--- config.mk ---
export PLATFORM = sky130hd
export DESIGN_NAME = river_crossing_ctrl_flat
export DESIGN_NICKNAME = d
export VERILOG_FILES = /design/src/rtl/river_pkg.sv /design/src/rtl/river_crossing_ctrl_if.sv /design/src/rtl/river_unsafe.sv /design/src/rtl/river_crossing_ctrl.sv /design/src/flat_wrapper.sv
export SDC_FILE = /design/constraint.sdc
export NUM_CORES = 1
export LEC_CHECK = 0
export BUFFER_PORTS_ARGS = -buffer_cell sky130_fd_sc_hd__buf_2
export CORE_MARGIN = 4
export CORE_UTILIZATION = 30
export DETAILED_ROUTE_END_ITERATION = 8
export GPL_TIMING_DRIVEN = 0
export PLACE_DENSITY = 0.56
export REMOVE_ABC_BUFFERS = 1
export SYNTH_ARGS = -nofsm -noshare
export SYNTH_HDL_FRONTEND = slang
export SYNTH_HIERARCHICAL = 1
export SYNTH_SLANG_ARGS = --single-unit
--- constraint.sdc ---
create_clock -name clk -period 2.6 [get_ports clk]
set_input_delay 0.26 -clock clk [delete_from_list [all_inputs] [get_ports clk]]
set_output_delay 0.26 -clock clk [all_outputs]
set_load 0.05 [all_outputs]
--- src/rtl/river_pkg.sv ---
`default_nettype none
// ============================================================================
// Module   : river_pkg
// Brief    : Shared types and constants for the river-crossing game controller
// Revision : 1.0 - initial release
// ============================================================================
package river_pkg;

    typedef enum logic [1:0] {
        ST_IDLE = 2'd0,
        ST_PLAY = 2'd1,
        ST_WON  = 2'd2,
        ST_LOST = 2'd3
    } game_state_e;

    localparam logic [1:0] SEL_FARMER  = 2'd0;
    localparam logic [1:0] SEL_CABBAGE = 2'd1;
    localparam logic [1:0] SEL_GOAT    = 2'd2;
    localparam logic [1:0] SEL_WOLF    = 2'd3;

    localparam int F = 3;
    localparam int C = 2;
    localparam int G = 1;
    localparam int W = 0;

    localparam logic [3:0] WIN_BANK    = 4'b1111;
    localparam logic [3:0] FARMER_MASK = 4'b1000;

    // Something gets eaten when a predator/prey pair shares a bank without the farmer
    function automatic logic is_unsafe(input logic [3:0] b);
        return ((b[G] == b[W]) && (b[F] != b[G])) ||
               ((b[C] == b[G]) && (b[F] != b[C]));
    endfunction

endpackage
`default_nettype wire

--- src/rtl/river_crossing_ctrl_if.sv ---
`default_nettype none
// ============================================================================
// Module   : river_crossing_ctrl_if
// Brief    : Move handshake and game status bundle for the river-crossing game
// Revision : 1.0 - initial release
// ============================================================================
interface river_crossing_ctrl_if #(
    parameter int CNT_W = 5
);
    logic             start;
    logic             mv_valid;
    logic [1:0]       mv_sel;
    logic             mv_ready;
    logic             mv_ack;
    logic             mv_err;
    logic [3:0]       bank;
    logic             unsafe;
    logic [CNT_W-1:0] moves;
    logic [1:0]       game_state;

    modport master (
        output start, mv_valid, mv_sel,
        input  mv_ready, mv_ack, mv_err, bank, unsafe, moves, game_state
    );

    modport slave (
        input  start, mv_valid, mv_sel,
        output mv_ready, mv_ack, mv_err, bank, unsafe, moves, game_state
    );
endinterface
`default_nettype wire

--- src/rtl/river_unsafe.sv ---
`default_nettype none
// ============================================================================
// Module   : river_unsafe
// Brief    : Combinational danger check on a {f,c,g,w} bank vector
// Revision : 1.0 - initial release
// ============================================================================
module river_unsafe
    import river_pkg::*;
(
    input  logic [3:0] bank_i,
    output logic       unsafe_o
);
    assign unsafe_o = is_unsafe(bank_i);
endmodule
`default_nettype wire

--- src/rtl/river_crossing_ctrl.sv ---
`default_nettype none
// ============================================================================
// Module   : river_crossing_ctrl
// Brief    : River-crossing game FSM: move validation, move counter, win/loss
// Revision : 1.0 - initial release
// ============================================================================
module river_crossing_ctrl
    import river_pkg::*;
#(
    parameter int CNT_W          = 5,
    parameter int MAX_MOVES      = 20,
    parameter int LOSE_ON_UNSAFE = 1
) (
    input  logic                 clk,
    input  logic                 rst_n,
    river_crossing_ctrl_if.slave bus
);
    localparam logic [CNT_W-1:0] C_MAX_CNT = CNT_W'(MAX_MOVES);

    game_state_e      state_q;
    logic [3:0]       bank_q;
    logic [3:0]       bank_d;
    logic [3:0]       item_mask;
    logic [CNT_W-1:0] moves_q;
    logic [CNT_W-1:0] moves_d;
    logic             ack_q;
    logic             err_q;
    logic             xfer;
    logic             item_ok;
    logic             cur_unsafe;
    logic             next_unsafe;
    logic             reject;

    river_unsafe u_unsafe_cur  (.bank_i(bank_q), .unsafe_o(cur_unsafe));
    river_unsafe u_unsafe_next (.bank_i(bank_d), .unsafe_o(next_unsafe));

    assign bus.mv_ready = (state_q == ST_PLAY) && !bus.start;
    assign xfer         = bus.mv_valid && bus.mv_ready;

    always_comb begin
        item_mask = 4'b0000;
        case (bus.mv_sel)
            SEL_CABBAGE: item_mask[C] = 1'b1;
            SEL_GOAT:    item_mask[G] = 1'b1;
            SEL_WOLF:    item_mask[W] = 1'b1;
            default:     item_mask = 4'b0000;
        endcase
    end

    // The selected item must sit on the same bank as the farmer
    assign item_ok = ((bank_q ^ {4{bank_q[F]}}) & item_mask) == 4'b0000;
    assign bank_d  = bank_q ^ (item_mask | FARMER_MASK);
    assign moves_d = (moves_q == {CNT_W{1'b1}}) ? moves_q : moves_q + CNT_W'(1);
    assign reject  = !item_ok || (next_unsafe && (LOSE_ON_UNSAFE == 0));

    always_ff @(posedge clk or negedge rst_n) begin
        if (!rst_n) begin
            state_q <= ST_IDLE;
            bank_q  <= 4'b0000;
            moves_q <= '0;
            ack_q   <= 1'b0;
            err_q   <= 1'b0;
        end else begin
            ack_q <= 1'b0;
            err_q <= 1'b0;
            if (bus.start) begin
                state_q <= ST_PLAY;
                bank_q  <= 4'b0000;
                moves_q <= '0;
            end else if (xfer) begin
                ack_q <= 1'b1;
                if (reject) begin
                    err_q <= 1'b1;
                end else begin
                    bank_q  <= bank_d;
                    moves_q <= moves_d;
                    // Unsafe loss first, then win, then running out of moves
                    if (next_unsafe) begin
                        state_q <= ST_LOST;
                    end else if (bank_d == WIN_BANK) begin
                        state_q <= ST_WON;
                    end else if (moves_d >= C_MAX_CNT) begin
                        state_q <= ST_LOST;
                    end
                end
            end
        end
    end

    assign bus.bank       = bank_q;
    assign bus.moves      = moves_q;
    assign bus.game_state = state_q;
    assign bus.unsafe     = cur_unsafe;
    assign bus.mv_ack     = ack_q;
    assign bus.mv_err     = err_q;

endmodule
`default_nettype wire

--- src/flat_wrapper.sv ---
// flat-port wrapper written by rule: the top's interface ports become plain ports
module river_crossing_ctrl_flat import river_pkg::*;
#(
    parameter int CNT_W          = 5,
    parameter int MAX_MOVES      = 20,
    parameter int LOSE_ON_UNSAFE = 1
)
  (clk, rst_n, bus_start, bus_mv_valid, bus_mv_sel, bus_mv_ready, bus_mv_ack, bus_mv_err, bus_bank, bus_unsafe, bus_moves, bus_game_state);
  river_crossing_ctrl_if #(.CNT_W(CNT_W)) bus_i ();
  input  logic clk;
  input  logic rst_n;
  input wire logic [$bits(bus_i.start)-1:0] bus_start;
  input wire logic [$bits(bus_i.mv_valid)-1:0] bus_mv_valid;
  input wire logic [$bits(bus_i.mv_sel)-1:0] bus_mv_sel;
  output wire logic [$bits(bus_i.mv_ready)-1:0] bus_mv_ready;
  output wire logic [$bits(bus_i.mv_ack)-1:0] bus_mv_ack;
  output wire logic [$bits(bus_i.mv_err)-1:0] bus_mv_err;
  output wire logic [$bits(bus_i.bank)-1:0] bus_bank;
  output wire logic [$bits(bus_i.unsafe)-1:0] bus_unsafe;
  output wire logic [$bits(bus_i.moves)-1:0] bus_moves;
  output wire logic [$bits(bus_i.game_state)-1:0] bus_game_state;
  assign bus_i.start = bus_start;
  assign bus_i.mv_valid = bus_mv_valid;
  assign bus_i.mv_sel = bus_mv_sel;
  assign bus_mv_ready = bus_i.mv_ready;
  assign bus_mv_ack = bus_i.mv_ack;
  assign bus_mv_err = bus_i.mv_err;
  assign bus_bank = bus_i.bank;
  assign bus_unsafe = bus_i.unsafe;
  assign bus_moves = bus_i.moves;
  assign bus_game_state = bus_i.game_state;
  river_crossing_ctrl #(.CNT_W(CNT_W), .MAX_MOVES(MAX_MOVES), .LOSE_ON_UNSAFE(LOSE_ON_UNSAFE)) u_core (.clk(clk), .rst_n(rst_n), .bus(bus_i));
endmodule
==> results.md <==
- Status: finished, final reports clean
- Fin crit share: between 70% and 80%
- Leak Pwr: 0.505 nW
- R2R setup slack: 590 ps
- RSZ-0062 raised after global routing: false
- Diode count: 0
- Setup TNS: 0 ps
- Post-CTS resize count: 0
- #FFs+latches synth: 13
- Power Density: about 660 nW/um^2
- DIE HEIGHT: roughly 60 um
- Synthesis-to-layout area growth: 20.8%
- Postcts setup bufs: 0
- Setup violation total in the final timing report: 0
- Req. time, crit path: 2770 ps
- Fin. Hold Viols: 0
- Post-Syn Area: around 800 sq um
- Drt total wl: approximately 1800 um
- Clock Tree Root: clkbuf_4
- Setup ws final: a little under 600 ps
- Antenna violations before repair: 0
- Max Clock Skew: approximately 2.3 ps
- TritonCTS clock tree: done
- Hold endpoint: u_core/bus.mv_ack$_DFF_PN0_
- Max-slew violations: 0
- Mean Syn Cell Area: just under 10 sq um
- H-tree Lvls: 1
- Die area: between 3000 and 4000 sq um
- YS warnings: 6
- Hold path start: bus_mv_valid
- Worst hold slack: 300 ps
- Starting Density: 31.8%
- Port Buf Inserts: 20
- Ratio of cells with drive above 1 in the final layout: roughly a quarter
- Filler cell count: between 200 and 300
- Sequential cell area: 325 sq um
- I/O pins: 21
- Clock Latency Late Sink: around 280 ps
- Core Region: 2500 sq um
- Setup crit end kind: flop
- Vias: 682
- DP Wirelength: 1290 um
- Die span in x: around 60 um
- Worst R2R Path Depth: 4
- Hold-critical path depth: 3
- Vias in the first global route: 635
- Layout Nets: roughly 110
- Cell variety after synth: 35
- Hold Crit Class: input port to flop
- Initial DRC count: 27
- Multi-input logic area: approximately 440 sq um
- Num Clock Sinks: 13
- ANT nets after route: 0
- CP Class: flop to flop
- Worst R2R Start: u_core/bus.bank[3]$_DFFE_PN0P_
- DRC Markers: 0
- Placed cell area: 925 sq um
- Max Freq: 0.498 GHz
- Congestion Overflow GR: 0
- CP Max Fanout: 10
- Tmin final: about 2000 ps
- Vias per cell: about 5.1
- Sequential area share after synthesis: between 40% and 50%
- Reg clk slew, reported paths: ~80 ps
- Row count: 18
- Slew headroom: 56.9%
- GP Congestion: about 0.74
- TritonCTS buffer count: 3
- Worst slew pin tran: roughly 640 ps
- Maxcap violations: 0
- R2r endpoint: u_core/bus.game_state[0]$_DFFE_PN0P_
- Dpl ws: approximately 620 ps
- Final Instance Area: about 960 sq um
- Mapped Cells: between 80 and 90
- Global-route wire length before repair: between 2000 and 3000 um
- Per-cell routed wire length: between 10 and 15 um
- Pre-antenna DRT Iters: 4
- Startpoint types: flop
- All-Layer GR Usage: between 10 and 15%
- Largest net degree at the start of global routing: 15
- Clock Path Buffers: 2
- Worst Path Arrival: roughly 2200 ps
- Peak VDD IR: 0.427 mV
==> metal layers <==
metal  GRT usage, %  vias up  share of wire [%]
li1               -      334                  -
met1           15.1      320                 46
met2           16.1       26                 44
met3           4.79        2                8.9
met4           1.90        0               0.68
met5              0        -                  0
==> flip-flops by register name, indices dropped and copies added, names as in the netlist <==
name	flops
u_core/bus.moves	5
u_core/bus.bank	4
u_core/bus.game_state	2
u_core/bus.mv_ack	1
u_core/bus.mv_err	1
==> worst max-delay path by stage <==
stage | from | end | slack, ps | depth (start not counted)
floorplan | u_core/bus.game_state[0]$_DFFE_PN0P_ | bus_mv_ready | 480 | 1
global placement | u_core/bus.bank[3]$_DFFE_PN0P_ | u_core/bus.game_state[0]$_DFFE_PN0P_ | 610 | 4
detailed placement | u_core/bus.bank[3]$_DFFE_PN0P_ | u_core/bus.game_state[0]$_DFFE_PN0P_ | 620 | 4
CTS | u_core/bus.bank[3]$_DFFE_PN0P_ | u_core/bus.game_state[0]$_DFFE_PN0P_ | 600 | 4
global route | u_core/bus.bank[3]$_DFFE_PN0P_ | u_core/bus.game_state[0]$_DFFE_PN0P_ | 430 | 4
finish | u_core/bus.bank[3]$_DFFE_PN0P_ | u_core/bus.game_state[0]$_DFFE_PN0P_ | 590 | 4
==> worst max-delay path, cell delays in order (launching register included) <==
cell and delay (ps):
dfrtp_1 550, xnor2_1 160, a2bb2oi_1 550, nand2_2 240, o32a_1 400
==> area by class of cell <==
type | count | share of cell area [%]
timing repair buffer | 21 | 11.5
tap | 30 | 3.91
clock buffer | 4 | 2.73
inverter | 6 | 2.34
multi-input combinational | 60 | 45.7
sequential | 13 | 33.9
==> cell families (layout without fill, tap and decap cells) <==
group	count (synthesis)	in the layout	synth area share, %
XOR/XNOR	6	6	6.60
AND/OR/NAND/NOR	26	26	20.0
adder cells (fa/ha/maj)	1	1	1.57
AO/OA/AOI/OAI	21	21	19.3
buffers and inverters	8	31	3.93
multiplexers	6	6	7.70
flip-flops	13	13	40.9
==> cell usage in the layout (no fill, tap or decap), types with 2 or more instances in the layout <==
master / count
a21bo_1: 2
a21oi_1: 5
a311oi_1: 2
a31oi_1: 2
buf_2: 20
clkbuf_4: 3
dfrtp_1: 13
inv_1: 6
mux2i_1: 5
nand2_1: 3
nand2b_1: 7
nor2_1: 3
nor2b_1: 3
o22ai_1: 3
xnor2_1: 3
xor2_1: 3
==> synth_stat cells <==
cell type	instances	area share, %
dfrtp_1	13	41
nand2b_1	7	5.5
inv_1	6	2.8
a21oi_1	5	3.1
mux2i_1	5	6.3
nand2_1	3	1.4
nor2_1	3	1.4
nor2b_1	3	2.4
o22ai_1	3	2.4
xnor2_1	3	3.3
xor2_1	3	3.3
a21bo_1	2	2.5
a311oi_1	2	2.2
a31oi_1	2	1.6
a211oi_1	1	0.94
a21boi_0	1	0.94
a2bb2oi_1	1	1.1
a31o_2	1	1.1
a41o_1	1	1.3
and2_1	1	0.79
and2b_1	1	0.94
and3_1	1	0.79
buf_2	1	0.63
clkbuf_1	1	0.47
ha_1	1	1.6
mux2_1	1	1.4
nand2_2	1	0.79
nand3_1	1	0.63
nand4_1	1	0.79
nand4bb_1	1	1.4
nor3b_1	1	0.94
o21a_1	1	0.94
o32a_1	1	1.3
or2_2	1	0.79
or4_4	1	1.4
==> through the flow <==
step                util, %  total power, W  instances
CTS                    38.4        0.000644        134
detailed placement     37.0        0.000508        129
floorplan                 -        0.000447         79
global placement       37.0        0.000502        129
finish                 38.4        0.000630        134
global route           38.4        0.000674        134
==> power by group <==
part / leakage (nW) / internal (W) / switching, W
clock network: 0.0150 / 0.0000595 / 0.0000680
registers: 0.171 / 0.000222 / 0.0000324
logic: 0.318 / 0.0000811 / 0.000167
==> what timing repair did <==
item	CTS	global route
hold endpoints to repair	13	0
hold buffers	1	0
setup endpoints to repair	0	0
(Power assumes the default switching activity.)
